==> src/rtl/ntsc_video_generator.sv <==
// ntsc_video_generator
// Free-running monochrome composite-video timing and pattern generator.
// It produces one progressive 262-line field that repeats continuously.
// The 1-bit luminance and the active-low composite sync outputs feed an
// external resistor DAC.
//
// Optional build macro VIDEO_TEST_PATTERN_EN:
//   defined   -> the active area shows an 8x8-pixel checkerboard (x[3] ^ y[3])
//   undefined -> the active area is solid white
// Timing and sync are identical in both builds.
module ntsc_video_generator #(
    parameter int H_TOTAL        = 2032,
    parameter int H_SYNC         = 150,
    parameter int H_ACTIVE_START = 384,
    parameter int PIXEL_CLOCKS   = 5,
    parameter int H_PIXELS       = 256,
    parameter int V_TOTAL        = 262,
    parameter int V_SYNC_LINES   = 3,
    parameter int V_ACTIVE_START = 32,
    parameter int V_ACTIVE_LINES = 200
) (
    input  logic clock,
    input  logic reset,
    output logic luminance,
    output logic sync
);

    localparam int H_W = $clog2(H_TOTAL);
    localparam int V_W = $clog2(V_TOTAL);
    localparam int S_W = (PIXEL_CLOCKS > 1) ? $clog2(PIXEL_CLOCKS) : 1;
    localparam int X_W = ($clog2(H_PIXELS) > 4) ? $clog2(H_PIXELS) : 4;
    localparam int Y_W = ($clog2(V_ACTIVE_LINES) > 4) ? $clog2(V_ACTIVE_LINES) : 4;

    localparam logic [H_W-1:0] H_LAST      = H_W'(H_TOTAL - 1);
    localparam logic [H_W-1:0] H_SYNC_END  = H_W'(H_SYNC);
    localparam logic [H_W-1:0] H_BROAD_END = H_W'(H_TOTAL - H_SYNC);
    localparam logic [H_W-1:0] H_ACT_BEG   = H_W'(H_ACTIVE_START);
    localparam logic [H_W-1:0] H_ACT_END   = H_W'(H_ACTIVE_START + H_PIXELS * PIXEL_CLOCKS);
    localparam logic [V_W-1:0] V_LAST      = V_W'(V_TOTAL - 1);
    localparam logic [V_W-1:0] V_SYNC_END  = V_W'(V_SYNC_LINES);
    localparam logic [V_W-1:0] V_ACT_BEG   = V_W'(V_ACTIVE_START);
    localparam logic [V_W-1:0] V_ACT_END   = V_W'(V_ACTIVE_START + V_ACTIVE_LINES);
    localparam logic [S_W-1:0] S_LAST      = S_W'(PIXEL_CLOCKS - 1);

    // Stage 0: raster position counters
    logic [H_W-1:0] h_p0;
    logic [V_W-1:0] v_p0;
    logic [S_W-1:0] sub_p0;
    logic [X_W-1:0] x_p0;
    logic [Y_W-1:0] y_p0;

    logic line_end;
    logic h_act;
    logic v_act;
    logic vsync_line;
    logic pattern;
    logic sync_nxt;
    logic lum_nxt;

    // Decode the current raster position into sync and luminance levels
    always_comb begin
        line_end   = (h_p0 == H_LAST);
        h_act      = (h_p0 >= H_ACT_BEG) && (h_p0 < H_ACT_END);
        v_act      = (v_p0 >= V_ACT_BEG) && (v_p0 < V_ACT_END);
        vsync_line = (v_p0 < V_SYNC_END);
        // Vertical sync lines carry broad pulses: low for all but the last H_SYNC clocks
        sync_nxt   = vsync_line ? (h_p0 >= H_BROAD_END) : (h_p0 >= H_SYNC_END);
`ifdef VIDEO_TEST_PATTERN_EN
        pattern    = x_p0[3] ^ y_p0[3];
`else
        pattern    = 1'b1;
`endif
        lum_nxt    = h_act && v_act && pattern;
    end

    // Horizontal and vertical counters; v advances on the h wrap
    always_ff @(posedge clock) begin
        if (reset) begin
            h_p0 <= '0;
            v_p0 <= '0;
        end else if (line_end) begin
            h_p0 <= '0;
            v_p0 <= (v_p0 == V_LAST) ? '0 : v_p0 + 1'b1;
        end else begin
            h_p0 <= h_p0 + 1'b1;
        end
    end

    // Pixel sub-counter and x coordinate, held at zero outside the active window
    always_ff @(posedge clock) begin
        if (reset) begin
            sub_p0 <= '0;
            x_p0   <= '0;
        end else if (h_act) begin
            if (sub_p0 == S_LAST) begin
                sub_p0 <= '0;
                x_p0   <= x_p0 + 1'b1;
            end else begin
                sub_p0 <= sub_p0 + 1'b1;
            end
        end else begin
            sub_p0 <= '0;
            x_p0   <= '0;
        end
    end

    // y coordinate: counts active lines, so it equals v - V_ACTIVE_START inside the window
    always_ff @(posedge clock) begin
        if (reset) begin
            y_p0 <= '0;
        end else if (line_end) begin
            y_p0 <= v_act ? y_p0 + 1'b1 : '0;
        end
    end

    // Stage 1: registered outputs, one clock behind the counters
    always_ff @(posedge clock) begin
        if (reset) begin
            luminance <= 1'b0;
            sync      <= 1'b0;
        end else begin
            luminance <= lum_nxt;
            sync      <= sync_nxt;
        end
    end

endmodule

==> config.mk <==
export PLATFORM = sky130hd
export DESIGN_NAME = ntsc_video_generator
export DESIGN_NICKNAME = d
export VERILOG_FILES = /design/src/rtl/ntsc_video_generator.sv
export SDC_FILE = /design/constraint.sdc
export NUM_CORES = 1
export LEC_CHECK = 0
export CELL_PAD_IN_SITES_DETAIL_PLACEMENT = 0
export CELL_PAD_IN_SITES_GLOBAL_PLACEMENT = 1
export CORE_MARGIN = 2
export CORE_UTILIZATION = 42
export CTS_BUF_LIST = sky130_fd_sc_hd__clkbuf_8
export DETAILED_ROUTE_END_ITERATION = 10
export PLACE_DENSITY_LB_ADDON = 0.1
export SLEW_MARGIN = 30
export SYNTH_ARGS = -nofsm -noshare
export SYNTH_HDL_FRONTEND = slang
export SYNTH_SLANG_ARGS = --single-unit
==> constraint.sdc <==
create_clock -name clock -period 1.45 [get_ports clock]
set_input_delay 0.145 -clock clock [delete_from_list [all_inputs] [get_ports clock]]
set_output_delay 0.145 -clock clock [all_outputs]
set_load 0.05 [all_outputs]
# Yosys cells after proc, flatten, opt, wreduce, memory -nomap -nowiden
# Index checks and enable logic that the tools add are counted.
[word_totals]
in_bits = 2
regBits = 22
elab_cells = 21
out_inout_bits = 2
[op_classes]
n_mux = 2
addsub = 2
order_cmp = 7
n_reduce_logical = 4
n_eq_ne = 2
[ops]
columns = ["cell", "count"]
rows = [
  ["$add 11x1->11 const B", 1],
  ["$eq 11x11->1 const B", 1],
  ["$ge 11x11->1 const B", 1],
  ["$ge 11x8->1 const B", 1],
  ["$ge 11x9->1 const B", 1],
  ["$lt 11x11->1 const B", 1],
  ["$add 9x1->9 const B", 1],
  ["$eq 9x9->1 const B", 1],
  ["$ge 9x6->1 const B", 1],
  ["$lt 9x2->1 const B", 1],
  ["$lt 9x8->1 const B", 1],
  ["$mux 9", 1],
  ["$logic_and 1x1->1", 3],
  ["$reduce_or 2->1", 1],
  ["$mux 1", 1],
]

# Longest topological paths before layout
# Gate-level depths: netlist of run 1.
[logic_depth]
depth_word = 3
ltp_mapped = 6
ltp_nobuf = 6

# Worst setup path after synthesis of run 1
# OpenSTA, ideal clock, no wires.
[synth_path]
kind = "register -> register"
startpoint = "reg h_p0[1]"
endpoint = "reg v_p0[5]"
synth_period_minus_slack_ns = 1.623
setup_time_ns = 0.070
arrival_time_ns = 1.553
setup_slack_ns = -0.173
stages_incl_launch_ff = 6
cell_sequence = "dfxtp_1 ha_1 and3_4 nand3_4 or4_1 a21oi_1"
[synth_between]
elab_chain_cells = 1
[synth_lines]
columns = ["element", "line", "source"]
rows = [
  ["start, declared", "46", "logic [H_W-1:0] h_p0;"],
  ["start signal, assigned", "85", "h_p0 <= h_p0 + 1'b1;"],
  ["$eq 11x11->1", "62", "line_end = (h_p0 == H_LAST);"],
  ["end signal, assigned", "83", "v_p0 <= (v_p0 == V_LAST) ? '0 : v_p0 + 1'b1;"],
  ["end, declared", "47", "logic [V_W-1:0] v_p0;"],
]
# Every way passes these cells.
# A chain may end at the register's enable or synchronous reset.

# Worst setup path after layout of run 1
# Same ends and word-level chain as after synthesis.

==> impl_metrics.yaml, run 1 <==
detailed_routing:
  drtIter0Drc: 28
  routed_wl_mm: 2.52
  wire_per_inst_um: 12.8
  first_pass_iters: 4
  avgViaCountPerCell: 5.32
  vias: 1049
  ant_nets: 0
  route.detailed.drc: 0
logic_synthesis:
  synth_area_leader_cell: "dfxtp_1"
  synth_area_sq_mm: 0.00115
  yosysTopAreaCellShare_pct: 38.2
  syn-instance-count: 139
  synth_fp_nets: 146
  synth_edf_count: 0
  synth.area.top_cells: "dfxtp_1 (38%), xnor2_1 (6.1%), ha_1 (5.4%)"
  synth.distinct_cells: 35
  yosysWarnings: 0
  seq_area_frac_synth_pct: 38.2
  synth_flop_cell: "dfxtp_1"
  synthArstFlopShare_pct: 0
  synthTopCellsByCount: "dfxtp_1 (22), nor2_1 (16), a21oi_1 (11), nand3_1 (11), nand2_1 (10)"
  syn-mean-instance-area_sq_um: 8.29
  yosysMostFrequentCell: "dfxtp_1"
  synth-seq-cells: 22
clocking:
  clock_latency_ps: 260
  cts_sinks: 22
  htree_levels: 1
  cts_buffer_depth: 2
  cts-hold-fix-buffers: 0
  cts_buffers: 3
  clkSlewWorstSetupHoldPaths_ps: 80
  cts_tree: "built"
  cts_root_buf: "clkbuf_8"
placement:
  dp_slack_ps: -67.4
  place.gp.congestion: 0.814
  io_buffers: 3
  dp_hpwl_mm: 1.81
  placedCellCount: 188
final_layout:
  antenna_cells: 0
  drive_above_1_share_pct: 31.1
  area_growth_syn_to_layout_pct: 30.4
  utilization_pct: 59.0
  fin_nets: 175
  n_fill_cell: 244
  final_cells: 197
die:
  core-area_sq_mm: 0.00254
  ioPinCount: 4
  die_y_um: 56.4
  initial_core_util_pct: 45.3
  chipWidth_um: 56.4
  placementRows: 18
  die_area_sq_mm: 0.00318
critical_path:
  max_stage_delay_ps: 530
  required_ps: 1640
  crit_chain: "ha_4, and3_4, nand3_4, or4_4, a21oi_2"
  r2r_end: "v_p0[5]"
  cp-startpoint: "h_p0[1]"
  criticalPathCategory: "reg2reg"
  end_kind: "flop"
  start_kind: "flop"
  r2r_setup_slack_ps: -70
  crit_fanout: 7
  cp.arrival_ps: 1710
  crit_path_end: "v_p0[5]"
  rr_startpoint: "h_p0[1]"
  critPathSlowestCell: "or4_4"
  r2r_cells: 5
min_path:
  hold_path.class: "reg2reg"
sta:
  skew_ps: 1.55
  fin_crit_ps: 1520
  tightest_slew_ps: 387
  fin_ws_ps: -70.2
  hold_viol_final: 0
  slew_viol_final: 0
  max_slew_margin_pct: 74.2
  rsz0062_at_grt: "true"
  setup-violations-final: 3
  fin_crit_sh_pct: 105
  tns_ps: -116
  timing.fmax_ghz: 0.658
pwr:
  ir_drop_v: 0.000472
  power.leakage_nw: 0.542
  power_density_mw_per_mm2: 714
global_route:
  antenna_found_initial: 0
  grt_pass1_vias: 1021
  grt-ovfl-total: 0
  grt_max_degree: 13
  groute.layer.met2.usage_pct: 30.6
  grtUsageMet3_pct: 2.76
  grt_usage_pct: 16.7
  grt-busiest-layer: "met2"
  use_met1_pct: 20.3
  grt_pass1_wl_mm: 4.31
run:
  cap_viol_max_count: 0
status:
  violations: "setup timing"
  status: "finished with violations"
worst min-delay path by stage:
stage	slack, ps	end	from	depth (start not counted)
2_1_floorplan	200	v_p0[0]	reset	1
3_3_place_gp	490	v_p0[7]	v_p0[7]	2
3_5_place_dp	500	v_p0[7]	v_p0[7]	2
4_1_cts	510	v_p0[7]	v_p0[7]	2
5_1_grt	530	v_p0[7]	v_p0[7]	2
6_report	490	v_p0[7]	v_p0[7]	2
layout by cell type (no fill, tap or decap), types with 2 or more instances in the layout:
cell type  instances
xnor2_1            8
o31ai_1            2
xor2_1             2
or4_1              2
a21oi_2            2
nor3_1             6
clkbuf_8           3
a211oi_1           2
buf_4             28
dfxtp_4            2
dfxtp_2            4
or3_1              3
ha_4               2
or3_4              2
dfxtp_1           16
nand3_1           11
nand4_1            3
ha_1               3
nand2_1            9
o21ai_0            5
inv_1              6
nor2_1            16
a21oi_1            9
o211ai_1           2
critical path, delay by kind of cell, from the launching register on:
family                     cells  cell delay [ps]
AOI/OAI and AO/OA              1              130
DFF                            1              360
adders and majority gates      1              120
and+or+nand+nor                3              840
sequential cells by signal (all words and copies together) (netlist names):
signal     count
h_p0          11
luminance      1
sync           1
v_p0           9
area by class of cell:
class                      instances  area [sq um]  area share [%]
multi-input combinational        106           724            48.2
sequential                        22           453            30.1
inverter                           6          22.5            1.50
clock inverter                     1          3.75           0.250
tap                               30          37.5            2.50
clock buffer                       3          41.3            2.75
timing repair buffer              29           220            14.7
per-stage QoR:
| stage | cell area [sq um] | total power, W | hold WS (ps) |
|---|---|---|---|
| finish | 1500 | 0.00107 | 491 |
| global route | 1500 | 0.00113 | 526 |
| CTS | 1450 | 0.00108 | 511 |
| detailed placement | 1380 | 0.000708 | 500 |
| global placement | 1380 | 0.000705 | 492 |
| floorplan | 1190 | 0.000679 | 204 |
per-layer routing:
metal | share of wire, % | up-vias
met5 | 0 | -
met4 | 0.99 | 0
met3 | 2.2 | 4
met2 | 51 | 12
met1 | 46 | 490
li1 | - | 543
power by group:
part	leakage [nW]	internal, W	switching, W
Clock	0.0231	0.000189	0.000189
Sequential	0.181	0.000614	0.0000117
Combinational	0.338	0.0000329	0.0000363
Total	0.542	0.000836	0.000237
cells by family after synthesis:
group | after synthesis | share of synthesized area, %
AOI/OAI and AO/OA | 25 | 13.1
xor gates and xnor gates | 10 | 7.60
adders and majority gates | 5 | 5.43
buffers and inverters | 12 | 4.99
DFF | 22 | 38.2
and+or+nand+nor | 65 | 30.6
what timing repair did:
action | CTS | global route
gates resized for setup | 0 | 10
hold endpoints to repair | 0 | 0
buffers inserted | 2 | 2
pin swaps | 1 | 0
setup endpoints to repair | 17 | 18
cloned | 1 | 0
(Power assumes the default switching activity.)
==> run 2: changes to the inputs <==
--- a/config.mk
+++ b/config.mk
@@ -5,10 +5,11 @@
 export SDC_FILE = /design/constraint.sdc
 export NUM_CORES = 1
 export LEC_CHECK = 0
+export ABC_AREA = 1
 export CELL_PAD_IN_SITES_DETAIL_PLACEMENT = 0
 export CELL_PAD_IN_SITES_GLOBAL_PLACEMENT = 1
 export CORE_MARGIN = 2
-export CORE_UTILIZATION = 42
+export CORE_UTILIZATION = 41
 export CTS_BUF_LIST = sky130_fd_sc_hd__clkbuf_8
 export DETAILED_ROUTE_END_ITERATION = 10
 export PLACE_DENSITY_LB_ADDON = 0.1
==> run 2 against run 1 <==
Net effect:
- the flow now finishes without violations
- first-iteration DRC count is 18% higher
- worst setup slack better by 170 ps
- critical endpoint is now h_p0[10]
- sequential share of layout area is 0.72 points higher
==> impl_metrics.yaml, run 2 <==
final_layout:
  fin_nets: 201
  antenna_cells: 0
  reg_top3: "h_p0 (11), v_p0 (9)"
  largest_reg_flops: 11
  utilization_pct: 52.0
  final_common_cell: "nand2_1"
  top_register: "h_p0"
  drive_above_1_share_pct: 20.3
  mostFrequentLayoutCells: "nand2_1 (36), inv_1 (25), nor2_1 (25), dfxtp_1 (20), buf_4 (15)"
  area_growth_syn_to_layout_pct: 21.1
pwr:
  power.internal_w: 0.000822
  power.leakage_nw: 0.630
  switching_power_w: 0.000242
  clkPwrFrac_pct: 36.8
  seq_power_share_pct: 58.1
  switching_share_pct: 22.8
  ir_drop_v: 0.000637
  combPwrFrac_pct: 5.1
  power_density_mw_per_mm2: 742
detailed_routing:
  wire_per_inst_um: 11.3
  avgViaCountPerCell: 4.85
  first_pass_iters: 4
  routed_wl_mm: 2.53
  route.detailed.drc: 0
  ant_nets: 0
  drtIter0Drc: 33
  vias: 1081
sta:
  max_slew_margin_pct: 84.6
  setup-violations-final: 0
  holdWs_ps: 489
  timing.fmax_ghz: 0.740
  hold_viol_final: 0
  tightest_slew_ps: 230
  slew_viol_final: 0
  skew_ps: 3.56
  fin_crit_ps: 1350
  fin_crit_sh_pct: 93.2
  fin_ws_ps: 99.3
die:
  initial_core_util_pct: 43.0
  chipWidth_um: 57.8
  core-area_sq_mm: 0.00276
  placementRows: 19
  die_area_sq_mm: 0.00334
  die_y_um: 57.8
  ioPinCount: 4
logic_synthesis:
  seq_area_frac_synth_pct: 37.2
  synth_edf_count: 0
  synthTopCellsByCount: "nand2_1 (39), inv_1 (26), nor2_1 (25)"
  synth-seq-cells: 22
  syn-instance-count: 174
  yosysWarnings: 0
  synth_area_leader_cell: "dfxtp_1"
  synth_fp_nets: 181
  syn-mean-instance-area_sq_um: 6.81
  yosysMostFrequentCell: "nand2_1"
  synth.area.top_cells: "dfxtp_1 (37%), nand2_1 (12%), inv_1 (8.2%)"
  synth_area_sq_mm: 0.00118
  synth_flop_cell: "dfxtp_1"
  synth.distinct_cells: 25
  synthArstFlopShare_pct: 0
  yosysTopAreaCellShare_pct: 37.2
clocking:
  htree_levels: 1
  cts_buffers: 3
  cts_buffer_depth: 2
  cts_sinks: 22
  clkSlewWorstSetupHoldPaths_ps: 80
  cts_root_buf: "clkbuf_8"
  clock_latency_ps: 270
  cts_tree: "built"
global_route:
  grt_max_degree: 12
  grt_pass1_vias: 1081
  grt_usage_pct: 16.6
  grt-ovfl-total: 0
  grt_pass1_wl_mm: 4.34
  antenna_found_initial: 0
placement:
  place.gp.congestion: 0.862
  dp_hpwl_mm: 1.95
  io_buffers: 3
  dp_slack_ps: 7.45
status:
  status: "finished, final reports clean"
critical_path:
  start_kind: "flop"
  critPathSlowestCell: "dfxtp_2"
  required_ps: 1650
  criticalPathCategory: "reg2reg"
  crit_chain: "ha_4, nand2_2, buf_4, nor2_4, nand4_1, or2_0, a21oi_1"
  r2r_cells: 7
  cp_num_cells: 7
  critPathTopFamily: "simple AND/OR/NAND/NOR gates"
  worst-path-buf-inv: 1
  cp.arrival_ps: 1550
  max_stage_delay_ps: 360
  crit_fanout: 3
  end_kind: "flop"
min_path:
  whs_path_depth: 2
  hold_path.class: "reg2reg"
run:
  cap_viol_max_count: 0
==> run 2: cells by family after synthesis <==
group | count (synthesis) | share of synthesized area [%]
fa+ha+maj | 5 | 5.28
buf+inv | 27 | 9.19
simple gates | 97 | 37.0
flops | 22 | 37.2
xor+xnor | 3 | 2.22
compound gates | 20 | 9.19
==> run 2: what timing repair did <==
| action | 4_1_cts | 5_1_grt |
|---|---|---|
| setup buffers | 0 | 2 |
| pin swaps | 0 | 6 |
| resized for setup | 1 | 15 |
| endpoints found under the hold margin | 0 | 0 |
| hold buffers | 0 | 0 |
| setup endpoints to repair | 1 | 14 |
==> run 2: final timing paths <==
check                           slack, ps      from       end
worst min-delay path                  490  h_p0[10]  h_p0[10]
worst max-delay path                  100   h_p0[0]  h_p0[10]
worst max register to register        100   h_p0[0]  h_p0[10]
worst min register to register        490  h_p0[10]  h_p0[10]
==> run 2: metal layers <==
| metal | vias to the layer above | share of wire (%) | GRT usage [%] |
|---|---|---|---|
| met3 | 4 | 2.3 | 5.13 |
| li1 | 582 | - | - |
| met4 | 0 | 1.1 | 4.32 |
| met5 | - | 0 | 0 |
| met1 | 487 | 45 | 18.6 |
| met2 | 8 | 51 | 30.2 |
==> run 2: worst register-to-register path: cells and delay by family, from the launching register on <==
family | cells | cell delay, ps
fa+ha+maj | 1 | 140
flops | 1 | 360
compound gates | 1 | 130
buf+inv | 1 | 150
simple gates | 4 | 520
==> run 2: metrics by stage <==
| stage | setup TNS (ps) | cell area, sq um | cells | power, W |
|---|---|---|---|---|
| finish | 0 | 1440 | 223 | 0.00106 |
| global route | -11.8 | 1440 | 223 | 0.00111 |
| CTS | 0 | 1370 | 221 | 0.00107 |
| detailed placement | 0 | 1320 | 218 | 0.000681 |
| global placement | 0 | 1320 | 218 | 0.000680 |
| floorplan | 0 | 1180 | 174 | 0.000660 |
==> run 2: layout make-up <==
type / instances / area, sq um
flip-flops and latches: 22 / 443
repair buffers: 16 / 123
fillers: 292 / 1320
multi-input cells: 125 / 692
clock buffers: 3 / 41.3
well taps: 31 / 38.8
inverters: 26 / 97.6
==> run 2: power by group through the flow <==
| stage | registers, W | clock network, W | logic (W) |
|---|---|---|---|
| 6_report | 0.000619 | 0.000392 | 0.0000541 |
| 5_1_grt | 0.000620 | 0.000425 | 0.0000615 |
| 4_1_cts | 0.000615 | 0.000405 | 0.0000520 |
| 3_5_place_dp | 0.000629 | 0 | 0.0000516 |
| 3_3_place_gp | 0.000629 | 0 | 0.0000516 |
| 2_1_floorplan | 0.000630 | 0 | 0.0000304 |
==> run 3: changes to the inputs <==
--- a/config.mk
+++ b/config.mk
@@ -9,7 +9,7 @@
 export CELL_PAD_IN_SITES_DETAIL_PLACEMENT = 0
 export CELL_PAD_IN_SITES_GLOBAL_PLACEMENT = 1
 export CORE_MARGIN = 2
-export CORE_UTILIZATION = 41
+export CORE_UTILIZATION = 40
 export CTS_BUF_LIST = sky130_fd_sc_hd__clkbuf_8
 export DETAILED_ROUTE_END_ITERATION = 10
 export PLACE_DENSITY_LB_ADDON = 0.1
==> run 3 against run 2 <==
Net effect:
- via count decreased by 3.0%
- flip-flop and latch count unchanged
- worst setup slack improved by 2.9 ps
- clock power decreased by 5%
- die area increased by 2.3%
- first-iteration DRC count decreased by 15%
- sequential share of layout area increased by 0.87 points
- largest cell class unchanged
- largest power group unchanged
==> impl_metrics.yaml, run 3 (synthesis results as in run 2) <==
detailed_routing:
  ant_nets: 0
  drtIter0Drc: 28
  avgViaCountPerCell: 4.81
  routed_wl_mm: 2.30
  wire_per_inst_um: 10.6
  vias: 1049
  first_pass_iters: 4
  route.detailed.drc: 0
sta:
  hold_viol_final: 0
  tightest_slew_ps: 227
  fin_crit_ps: 1350
  tns_ps: 0
  fin_crit_sh_pct: 93.0
  slew_viol_final: 0
  max_slew_margin_pct: 84.7
  setup-violations-final: 0
  skew_ps: 1.28
  timing.fmax_ghz: 0.742
final_layout:
  drive_above_1_share_pct: 19.8
  n_fill_cell: 267
  final_common_cell: "nand2_1"
  fin_nets: 196
  reg_top3: "h_p0 (11), v_p0 (9)"
  largest_reg_flops: 11
  antenna_cells: 0
  mostFrequentLayoutCells: "nand2_1 (36), inv_1 (25), nor2_1 (25), dfxtp_1 (18), nand3_1 (12)"
  area_growth_syn_to_layout_pct: 18.5
  top_register: "h_p0"
  final_cells: 218
  utilization_pct: 50.5
die:
  die_y_um: 58.4
  initial_core_util_pct: 42.6
  chipWidth_um: 58.4
  placementRows: 19
  ioPinCount: 4
  core-area_sq_mm: 0.00278
  die_area_sq_mm: 0.00341
clocking:
  htree_levels: 1
  cts_root_buf: "clkbuf_8"
  cts_buffers: 3
  cts_tree: "built"
  cts_buffer_depth: 2
  clkSlewWorstSetupHoldPaths_ps: 70
  cts_sinks: 22
  clock_latency_ps: 260
pwr:
  power_density_mw_per_mm2: 748
  power.leakage_nw: 0.627
  ir_drop_v: 0.000686
global_route:
  grt_pass1_vias: 983
  grt_max_degree: 12
  grt-ovfl-total: 0
  grt_usage_pct: 15.2
  antenna_found_initial: 0
  grt_pass1_wl_mm: 3.93
critical_path:
  crit_top_cell: "nor2_4"
  required_ps: 1610
  crit_chain: "ha_4, nand2_4, nor2_4, inv_2, nor2_4, nand2_2, nor3_2, nor2_1"
  critPathSlowestCell: "dfxtp_2"
  critPathTopFamily: "simple AND/OR/NAND/NOR gates"
  crit_fanout: 8
  start_kind: "flop"
  worst-path-buf-inv: 1
  end_kind: "flop"
  criticalPathCategory: "reg2reg"
  cp.arrival_ps: 1500
  max_stage_delay_ps: 360
min_path:
  hold_path.class: "in2reg"
placement:
  io_buffers: 3
  placedCellCount: 213
  dp_hpwl_mm: 1.80
  place.gp.congestion: 0.771
status:
  status: "finished, final reports clean"
run:
  cap_viol_max_count: 0
run 3: worst paths after layout:
| path | start | end | slack, ps | depth (start not counted) |
|---|---|---|---|---|
| worst min register to register | h_p0[10] | h_p0[10] | 490 | 2 |
| worst max register to register | h_p0[0] | v_p0[8] | 100 | 8 |
| worst max-delay path | h_p0[0] | v_p0[8] | 100 | 8 |
| worst min-delay path | reset | v_p0[5] | 480 | 2 |
run 3: layout make-up:
cell class,instances,area [sq um],share of cell area (%)
multi-input combinational,125,696,49.6
clock buffer,3,41.3,2.94
timing repair buffer,11,85.1,6.06
inverter,26,97.6,6.95
sequential,22,445,31.7
tap,31,38.8,2.76
run 3: power breakdown:
group / switching [W] / internal [W] / total (W)
Sequential: 0.00000769 / 0.000612 / 0.000620
Combinational: 0.0000308 / 0.0000262 / 0.0000571
Clock: 0.000188 / 0.000185 / 0.000373
Total: 0.000226 / 0.000824 / 0.00105
run 3: per-stage QoR:
stage	area [sq um]	worst slack, ps	total power (W)	hold WS (ps)
floorplan	1180	129	0.000660	214
global placement	1280	60.0	0.000678	479
detailed placement	1280	-3.61	0.000679	483
CTS	1320	5.04	0.00106	480
global route	1400	-15.5	0.00110	497
finish	1400	102	0.00105	484
run 3: what timing repair did:
action	CTS	global route
gates resized for setup	0	19
pin swaps	1	4
hold buffers	0	0
buffers inserted	0	2
endpoints found under the setup margin	1	19
run 3: layer usage:
layer / vias to the layer above / wire, um / track usage [%]
met2: 4 / 1150 / 27.1
met4: 0 / 45 / 7.97
li1: 577 / - / -
met5: - / 0 / 0
met1: 463 / 1070 / 17.0
met3: 5 / 34 / 2.64
